## src/rtl/uart_pkg.sv

```systemverilog
// Shared UART types and constants for the TX block and the future RX block.
// No logic; no latency; no backpressure.
// Frame timing constants default to 115200 baud from a 100 MHz core clock.
package uart_pkg;

    typedef enum logic [2:0] {
        IDLE   = 3'd0,
        START  = 3'd1,
        DATA   = 3'd2,
        PARITY = 3'd3,
        STOP   = 3'd4
    } uart_tx_state_e;

    localparam int DEFAULT_CLKS_PER_BIT = 868;
    localparam int UART_DATA_BITS       = 8;

endpackage

```

## src/rtl/uart_baud_gen.sv

```systemverilog
// Bit-period counter: bit_tick marks the last clock of each CLKS_PER_BIT period.
// Latency: tick is CLKS_PER_BIT cycles after restart; no backpressure, free-running.
// restart zeroes the count so a bit period starts exactly at the handshake edge.
module uart_baud_gen
    import uart_pkg::*;
#(
    parameter int CLKS_PER_BIT = DEFAULT_CLKS_PER_BIT
) (
    input  logic clk,
    input  logic rst,
    input  logic restart,
    output logic bit_tick
);

    localparam int CNT_W = $clog2(CLKS_PER_BIT);
    localparam logic [CNT_W-1:0] CNT_LAST = CNT_W'(CLKS_PER_BIT - 1);

    logic [CNT_W-1:0] cnt_q;
    logic [CNT_W-1:0] cnt_d;

    assign bit_tick = (cnt_q == CNT_LAST);

    always_comb begin
        cnt_d = cnt_q + CNT_W'(1);
        if (restart || bit_tick) begin
            cnt_d = '0;
        end
    end

    always_ff @(posedge clk or negedge rst) begin
        if (!rst) begin
            cnt_q <= '0;
        end else begin
            cnt_q <= cnt_d;
        end
    end

endmodule

```

## src/rtl/uart_tx.sv

```systemverilog
// UART serialiser (8N1 by default, even parity with UART_TX_PARITY_EN), LSB first.
// Latency: tx falls one clock after the txValid/txReady handshake; frame then runs to completion.
// Backpressure: txReady is high only in IDLE and is decoded from the state register alone.
module uart_tx
    import uart_pkg::*;
#(
    parameter int CLKS_PER_BIT = DEFAULT_CLKS_PER_BIT,
    parameter int DATA_BITS    = UART_DATA_BITS,
    parameter int STOP_BITS    = 1
) (
    input  logic        clk,
    input  logic        rst,
    input  logic [31:0] tx_data,
    input  logic        txValid,
    output logic        txReady,
    output logic        tx,
    output logic        busy,
    output logic        tx_done
);

    localparam int BIT_W = $clog2(DATA_BITS) + 1;
    localparam logic [BIT_W-1:0] DATA_LAST = BIT_W'(DATA_BITS - 1);
    localparam logic [BIT_W-1:0] STOP_LAST = BIT_W'(STOP_BITS - 1);

    uart_tx_state_e state_q;
    uart_tx_state_e state_d;

    logic [DATA_BITS-1:0] shift_q;
    logic [BIT_W-1:0]     bit_q;
    logic                 tx_q;
    logic                 tx_d;
    logic                 tx_done_q;
    logic                 done_d;
    logic                 bit_tick;
    logic                 handshake;
    logic                 last_data;
    logic                 last_stop;

    // Upper bits of the bank word are never part of the frame.
    logic [31:0] unused_tx_data;
    assign unused_tx_data = tx_data;

    assign txReady   = (state_q == IDLE);
    assign busy      = ~txReady;
    assign handshake = txValid && txReady;
    assign last_data = (bit_q == DATA_LAST);
    assign last_stop = (bit_q == STOP_LAST);
    assign tx        = tx_q;
    assign tx_done   = tx_done_q;

    uart_baud_gen #(
        .CLKS_PER_BIT (CLKS_PER_BIT)
    ) u_baud_gen (
        .clk      (clk),
        .rst      (rst),
        .restart  (handshake),
        .bit_tick (bit_tick)
    );

    always_ff @(posedge clk or negedge rst) begin
        if (!rst) begin
            state_q <= IDLE;
        end else begin
            state_q <= state_d;
        end
    end

    always_comb begin
        state_d = state_q;
        case (state_q)
            IDLE: begin
                if (txValid) begin
                    state_d = START;
                end
            end
            START: begin
                if (bit_tick) begin
                    state_d = DATA;
                end
            end
            DATA: begin
                if (bit_tick && last_data) begin
`ifdef UART_TX_PARITY_EN
                    state_d = PARITY;
`else
                    state_d = STOP;
`endif
                end
            end
`ifdef UART_TX_PARITY_EN
            PARITY: begin
                if (bit_tick) begin
                    state_d = STOP;
                end
            end
`endif
            STOP: begin
                if (bit_tick && last_stop) begin
                    state_d = IDLE;
                end
            end
            default: state_d = IDLE;
        endcase
    end

    // bit_q indexes data bits in DATA and is reused as the stop-bit count in STOP.
    always_ff @(posedge clk or negedge rst) begin
        if (!rst) begin
            shift_q <= '0;
            bit_q   <= '0;
        end else begin
            case (state_q)
                IDLE: begin
                    if (handshake) begin
                        shift_q <= tx_data[DATA_BITS-1:0];
                        bit_q   <= '0;
                    end
                end
                START: begin
                    if (bit_tick) begin
                        bit_q <= '0;
                    end
                end
                DATA: begin
                    if (bit_tick) begin
                        shift_q <= {1'b0, shift_q[DATA_BITS-1:1]};
                        bit_q   <= last_data ? '0 : bit_q + BIT_W'(1);
                    end
                end
                STOP: begin
                    if (bit_tick) begin
                        bit_q <= bit_q + BIT_W'(1);
                    end
                end
                default: ;
            endcase
        end
    end

`ifdef UART_TX_PARITY_EN
    logic par_q;

    always_ff @(posedge clk or negedge rst) begin
        if (!rst) begin
            par_q <= 1'b0;
        end else if (handshake) begin
            par_q <= ^tx_data[DATA_BITS-1:0];
        end
    end
`endif

    always_comb begin
        tx_d   = 1'b1;
        done_d = 1'b0;
        case (state_q)
            START: tx_d = 1'b0;
            DATA:  tx_d = shift_q[0];
`ifdef UART_TX_PARITY_EN
            PARITY: tx_d = par_q;
`endif
            STOP: begin
                tx_d   = 1'b1;
                done_d = bit_tick && last_stop;
            end
            default: tx_d = 1'b1;
        endcase
    end

    // Registered line and done so the pin is glitch-free; reset forces the line high at once.
    always_ff @(posedge clk or negedge rst) begin
        if (!rst) begin
            tx_q      <= 1'b1;
            tx_done_q <= 1'b0;
        end else begin
            tx_q      <= tx_d;
            tx_done_q <= done_d;
        end
    end

endmodule

```

## config.mk

```make
export PLATFORM = sky130hd
export DESIGN_NAME = uart_tx
export DESIGN_NICKNAME = d
export VERILOG_FILES = /design/src/rtl/uart_pkg.sv /design/src/rtl/uart_baud_gen.sv /design/src/rtl/uart_tx.sv
export SDC_FILE = /design/constraint.sdc
export NUM_CORES = 1
export LEC_CHECK = 0
export ABC_CLOCK_PERIOD_IN_PS = 2050
export CAP_MARGIN = 25
export CELL_PAD_IN_SITES_DETAIL_PLACEMENT = 1
export CELL_PAD_IN_SITES_GLOBAL_PLACEMENT = 2
export CORE_MARGIN = 4
export CORE_UTILIZATION = 36
export CTS_BUF_LIST = sky130_fd_sc_hd__clkbuf_8
export DETAILED_ROUTE_END_ITERATION = 8
export DONT_BUFFER_PORTS = 1
export PLACE_DENSITY = 0.79
export SLEW_MARGIN = 30
export SYNTH_ARGS = -nofsm -noshare
export SYNTH_HDL_FRONTEND = slang
export SYNTH_HIERARCHICAL = 1
export SYNTH_SLANG_ARGS = --single-unit
```

## constraint.sdc

```tcl
create_clock -name clk -period 2.05 [get_ports clk]
set_clock_uncertainty 0.05 [all_clocks]
set_input_delay 0.41 -clock clk [delete_from_list [all_inputs] [get_ports clk]]
set_output_delay 0.41 -clock clk [all_outputs]
set_load 0.02 [all_outputs]
```

======== Word-level counts from Yosys, hierarchy flattened ========
Index checks and enable logic that the tools add are counted.
storage, ports and cells
  word-level logic and storage cells ...... 49
  input port bits ......................... 35
  flip-flop bits (word level) ............. 27
  output and inout port bits .............. 4
operators by class
  multiplexer cells ....................... 17
  add/sub/neg operators ................... 2
  bitwise operators ....................... 1
  equality and inequality tests ........... 12
  reductions and logical operators ........ 11
operators by type and width
  operator                                               count
  2-to-1 mux 4 bit                                       5
  2-to-1 mux 8 bit                                       2
  one-hot mux 4 bit (4 select lines)                     1
  one-hot mux 8 bit (2 select lines)                     1
  2-to-1 mux 3 bit                                       4
  inequality test 2 bit, second input constant           6
  one-hot mux 3 bit (4 select lines)                     1
  adder 10 x 1 -> 10 bit, second input constant          1
  == test 10 bit, second input constant                  1
  2-to-1 mux 10 bit                                      1
  AND reduction 5 bit                                    1
  adder 4 x 1 -> 4 bit, second input constant            1
  == test 4 x 3 -> 1 bit, second input constant          1
  logical NOT 4 bit                                      1
  AND reduction 4 bit                                    1
  nonzero test 4 bit                                     1
  == test 3 x 1 -> 1 bit, second input constant          1
  == test 3 x 2 -> 1 bit, second input constant          1
  == test 3 bit, second input constant                   1
  logical AND 1 bit                                      3
  logical NOT 3 bit                                      1
  AND reduction 3 bit                                    1
  inequality test 2 x 1 -> 1 bit, second input constant  1
  one-hot mux 1 bit (2 select lines)                     1
  4 further kinds                                        4

======== Longest topological paths before layout ========
Gate-level depths: netlist of run 1.
  depth after elaboration ................. 4
  gate-level depth with buffers ........... 10
  depth with buffers taken out ............ 7

======== By module ========
The synthesis of run 1 kept the hierarchy.
by module, submodules not included
  module         cells each  times used  area an instance (µm²)  seq. area each (µm²)
  uart_tx        99          1           987.2                   426.7
  uart_baud_gen  52          1           514.2                   250.2

======== Worst setup path after synthesis of run 1 ========
Ideal clock, no wire load.
  path type ............................... register to register
  start point ............................. register u_baud_gen.cnt_q[3]
  end point ............................... register shift_q[0]
  setup time .............................. 132 ps
  arrival time ............................ 2064 ps
  setup slack ............................. -196 ps
  period minus slack after synthesis ...... 2246 ps
  stages on the path, launching flop included .. 10
  cell sequence ........................... dfrtp_1 > or4_4 > nor3_1 > buf_2 > mux2i_1 > or3_1 > clkbuf_1 > buf_6 > nand2_1 > o21ai_0
between the ends
  cells in the longest elaborated chain, start to end .. 3
RTL lines
  element                          RTL line             text
  start, declared                  uart_baud_gen.sv:18  logic [CNT_W-1:0] cnt_q;
  start signal, assigned           uart_baud_gen.sv:34  cnt_q <= cnt_d;
  == test 10 bit                   uart_baud_gen.sv:21  assign bit_tick = (cnt_q == CNT_LAST);
  named net bit_tick               uart_tx.sv:34        logic bit_tick;
  inequality test 2 bit (no line)  n/a
  AND reduction 3 bit (no line)    n/a
  end signal, assigned             uart_tx.sv:115       shift_q <= tx_data[DATA_BITS-1:0];
  end signal, assigned             uart_tx.sv:126       shift_q <= {1'b0, shift_q[DATA_BITS-1:1]};
  end, declared                    uart_tx.sv:28        logic [DATA_BITS-1:0] shift_q;
The timed path passes the listed nets, and every way through them passes these cells.
A chain may end at the register's enable or synchronous reset.

======== Worst setup path after layout of run 1 ========
  start point ............................. register u_baud_gen.cnt_q[7]
  end point ............................... register shift_q[7]
The elaborated chain is that of the path after synthesis.

==> impl_metrics.csv, run 1 <==
group,metric,value,unit
sta,holdWs,0.2351,ns
layout,final_common_cell,"dfrtp_1",
layout,mostFrequentLayoutCells,"26 x dfrtp_1, 15 x buf_4, 13 x nor2_1, 8 x inv_1, 8 x mux2i_1",
sta,relSlewSlack,71.58,%
route,vias_per_cell,5.353,
sta,maxSlewViolCount,0,
route,dr.pass1.iters,4,
layout,utilization,45.37,%
global_route,antenna_found_initial,0,
layout,diodes,0,
power_and_ir_drop,p_leak,0.0007385,µW
power_and_ir_drop,vdd_drop_max,0.2956,mV
critical_path,cp_data_arrival_time,2.23,ns
clock_tree,cts.sinks,27,
global_route,grt_pass1_wl,5.416,mm
placement,placement.io_buffers,0,
synth,ys.flop_type,"dfrtp_1",
synth,seq_area_frac_synth,45.08,%
synth,post_synth.cell_area_avg,9.943,µm²
route,drt-initial-drc-count,48,
placement,post-place-ws,-0.04430,ns
critical_path,worstPathMaxFanout,8,
layout,fillers,468,
global_route,gr-total-overflow,0,
run,drv_cap,0,
critical_path,crit_chain,"or4_4, nor3_4, mux2i_1, or3_4, buf_12, nand2_2, o31ai_4",
synth,synthCells,151,
synth,synth-seq-cells,27,
sta,period_share,102.3,%
global_route,grt_max_degree,28,
sta,setup_viol,4,
critical_path,cp-start-kind,"register",
die,core,4029,µm²
die,fp.dieH,72.58,µm
layout,final_area,1828,µm²
sta,period_needed,2.097,ns
synth,yosysWarnings,6,
placement,dp_hpwl,2.302,mm
clock_tree,path_clk_slew,0.10,ns
layout,area_growth,21.75,%
clock_tree,cts_tree,"done",
placement,placedInstanceArea,1634,µm²
critical_path,cp_slowest_cell,"or4_4",
route,num_vias,1167,
layout,fin_nets,207,
route,wl_met3,95,µm
route,antenna_left,0,
die,rows,23,
synth,synth-edff-count,0,
synth,syn_area,1501,µm²
route,highest_layer,"met4",
min_path,hold_class,"in2reg",
critical_path,slowest_delay,0.56,ns
die,start_util,37.27,%
synth,synthDistinctLibCells,44,
layout,final_layout_size_suffix_gt1_share,30.36,%
route,drt-wirelength-per-cell,15.67,µm
power_and_ir_drop,p_per_area,772.8,nW/µm²
route,drt_wl_total,3.416,mm
outcome,status,"finished, violations left",
clock_tree,clockBufferDepth,2,
synth,synth_fp_nets,189,
die,die_area,5268,µm²
outcome,violations,"negative setup slack",
critical_path,required,2.18,ns
clock_tree,htreeDepth,1,
die,ios,39,
global_route,grt_pass1_vias,1215,
sta,hold_viol_final,0,
critical_path,worstSetupPathType,"reg2reg",
sta,rsz0062_at_grt,"true",
placement,place.gp.congestion,0.7555,
synth,async_flop_share,100.0,%
clock_tree,root_buffer,"clkbuf_8",
route,met2_length,1.760,mm
sta,clock.fmax,476.8,MHz
clock_tree,clock_latency,0.29,ns
clock_tree,cts_made_buffers,3,
route,wirelength_met1,1.494,mm
die,die_w,72.58,µm
global_route,grt_usage,13.15,%
route,drcViolationCount,0,
critical_path,end_kind,"register",
sta,worst_pin_slew,0.4263,ns
sta,setup_ws,-0.04737,ns
==> power by group <==
part           internal [µW]  leakage [µW]  switching (µW)
combinational            188      0.000373             209
sequential               621      0.000340            73.0
clock                    137     0.0000255             185
==> routing by layer <==
| layer | vias to the layer above | global-route usage, % |
|---|---|---|
| met2 | 16 | 22.34 |
| met1 | 579 | 16.38 |
| met5 | - | 0 |
| met3 | 5 | 1.928 |
| li1 | 567 | - |
| met4 | 0 | 6.148 |
==> cells in the mapped netlist (4+ instances only) <==
library cell	number	area share (%)
dfrtp_1	26	43
nand2_1	15	3.7
nor2_1	13	3.3
o21ai_0	11	3.7
inv_1	8	2.0
mux2i_1	8	5.3
a21oi_1	6	2.0
nand3_1	6	2.0
or3_1	5	2.1
o21ai_1	4	1.3
==> flip-flops by register name, summed over array words and instances (netlist names) <==
signal,cells
bit_q,4
shift_q,8
state_q,3
tx,1
tx_done,1
u_baud_gen/cnt_q,10
==> stage by stage <==
step,TNS [ns],total power [µW],instances
final,-0.1334,1413,218
after global routing,-0.9305,1490,218
after CTS,-0.05437,1408,217
after detailed placement,-0.08357,1055,210
after global placement,0,1018,210
after floorplan,-0.6192,892.5,151
==> worst max-delay path, delay by kind of cell (launching register included) <==
| family | cells | cell delay (ns) |
|---|---|---|
| AOI/OAI and AO/OA | 1 | 0.07 |
| buffers and inverters | 1 | 0.17 |
| DFF | 1 | 0.40 |
| muxes | 1 | 0.11 |
| and+or+nand+nor | 4 | 1.20 |
==> worst paths after layout <==
check	from	endpoint	slack, ns	cells past startpoint
max	u_baud_gen/cnt_q[7]	shift_q[7]	-0.05	7
min	txValid	state_q[0]	0.24	2
max reg2reg	u_baud_gen/cnt_q[7]	shift_q[7]	-0.05	7
min reg2reg	shift_q[5]	shift_q[5]	0.47	2
max in group asynchronous	rst	tx	1.22	2
min in group asynchronous	rst	bit_q[3]	0.50	2
==> repair_timing <==
item	CTS	global route
pin swaps	0	7
hold buffers	2	0
hold endpoints to repair	27	0
setup endpoints to repair	5	12
gates resized for setup	5	28
cloned	0	1
buffers inserted	1	0
==> kinds of logic (layout without fill, tap and decap cells) <==
family / after synthesis / count (layout) / synth area share [%]
flip-flops: 27 / 27 / 45.08
AND/OR/NAND/NOR: 61 / 61 / 22.83
adder cells (fa/ha/maj): 3 / 3 / 2.500
buffers and inverters: 15 / 32 / 5.667
XOR/XNOR: 4 / 4 / 2.334
AO/OA/AOI/OAI: 32 / 32 / 15.50
multiplexers: 9 / 9 / 6.083
==> cell type report <==
class,instances,area [µm²],area share (%)
Clock buffer,3,41.29,2.259
Clock inverter,1,5.005,0.2738
Inverter,8,30.03,1.643
Multi-Input combinational cell,109,823.3,45.04
Sequential cell,27,676.9,37.03
Tap cell,50,62.56,3.422
Timing Repair Buffer,20,188.9,10.34
(Power assumes the default switching activity.)
==> inputs of run 2 (changes only) <==
--- a/config.mk
+++ b/config.mk
@@ -6,7 +6,7 @@
 export NUM_CORES = 1
 export LEC_CHECK = 0
 export ABC_CLOCK_PERIOD_IN_PS = 2050
-export CAP_MARGIN = 25
+export CAP_MARGIN = 20
 export CELL_PAD_IN_SITES_DETAIL_PLACEMENT = 1
 export CELL_PAD_IN_SITES_GLOBAL_PLACEMENT = 2
 export CORE_MARGIN = 4
==> results of run 2 <==
Same layout as run 1: the final DEF is identical, and so are final timing and power.
==> inputs of run 3 (changes only) <==
--- a/config.mk
+++ b/config.mk
@@ -15,7 +15,7 @@
 export DETAILED_ROUTE_END_ITERATION = 8
 export DONT_BUFFER_PORTS = 1
 export PLACE_DENSITY = 0.79
-export SLEW_MARGIN = 30
+export SLEW_MARGIN = 10
 export SYNTH_ARGS = -nofsm -noshare
 export SYNTH_HDL_FRONTEND = slang
 export SYNTH_HIERARCHICAL = 1
==> results of run 3 <==
Same layout as run 1: the final DEF is identical, and so are final timing and power.
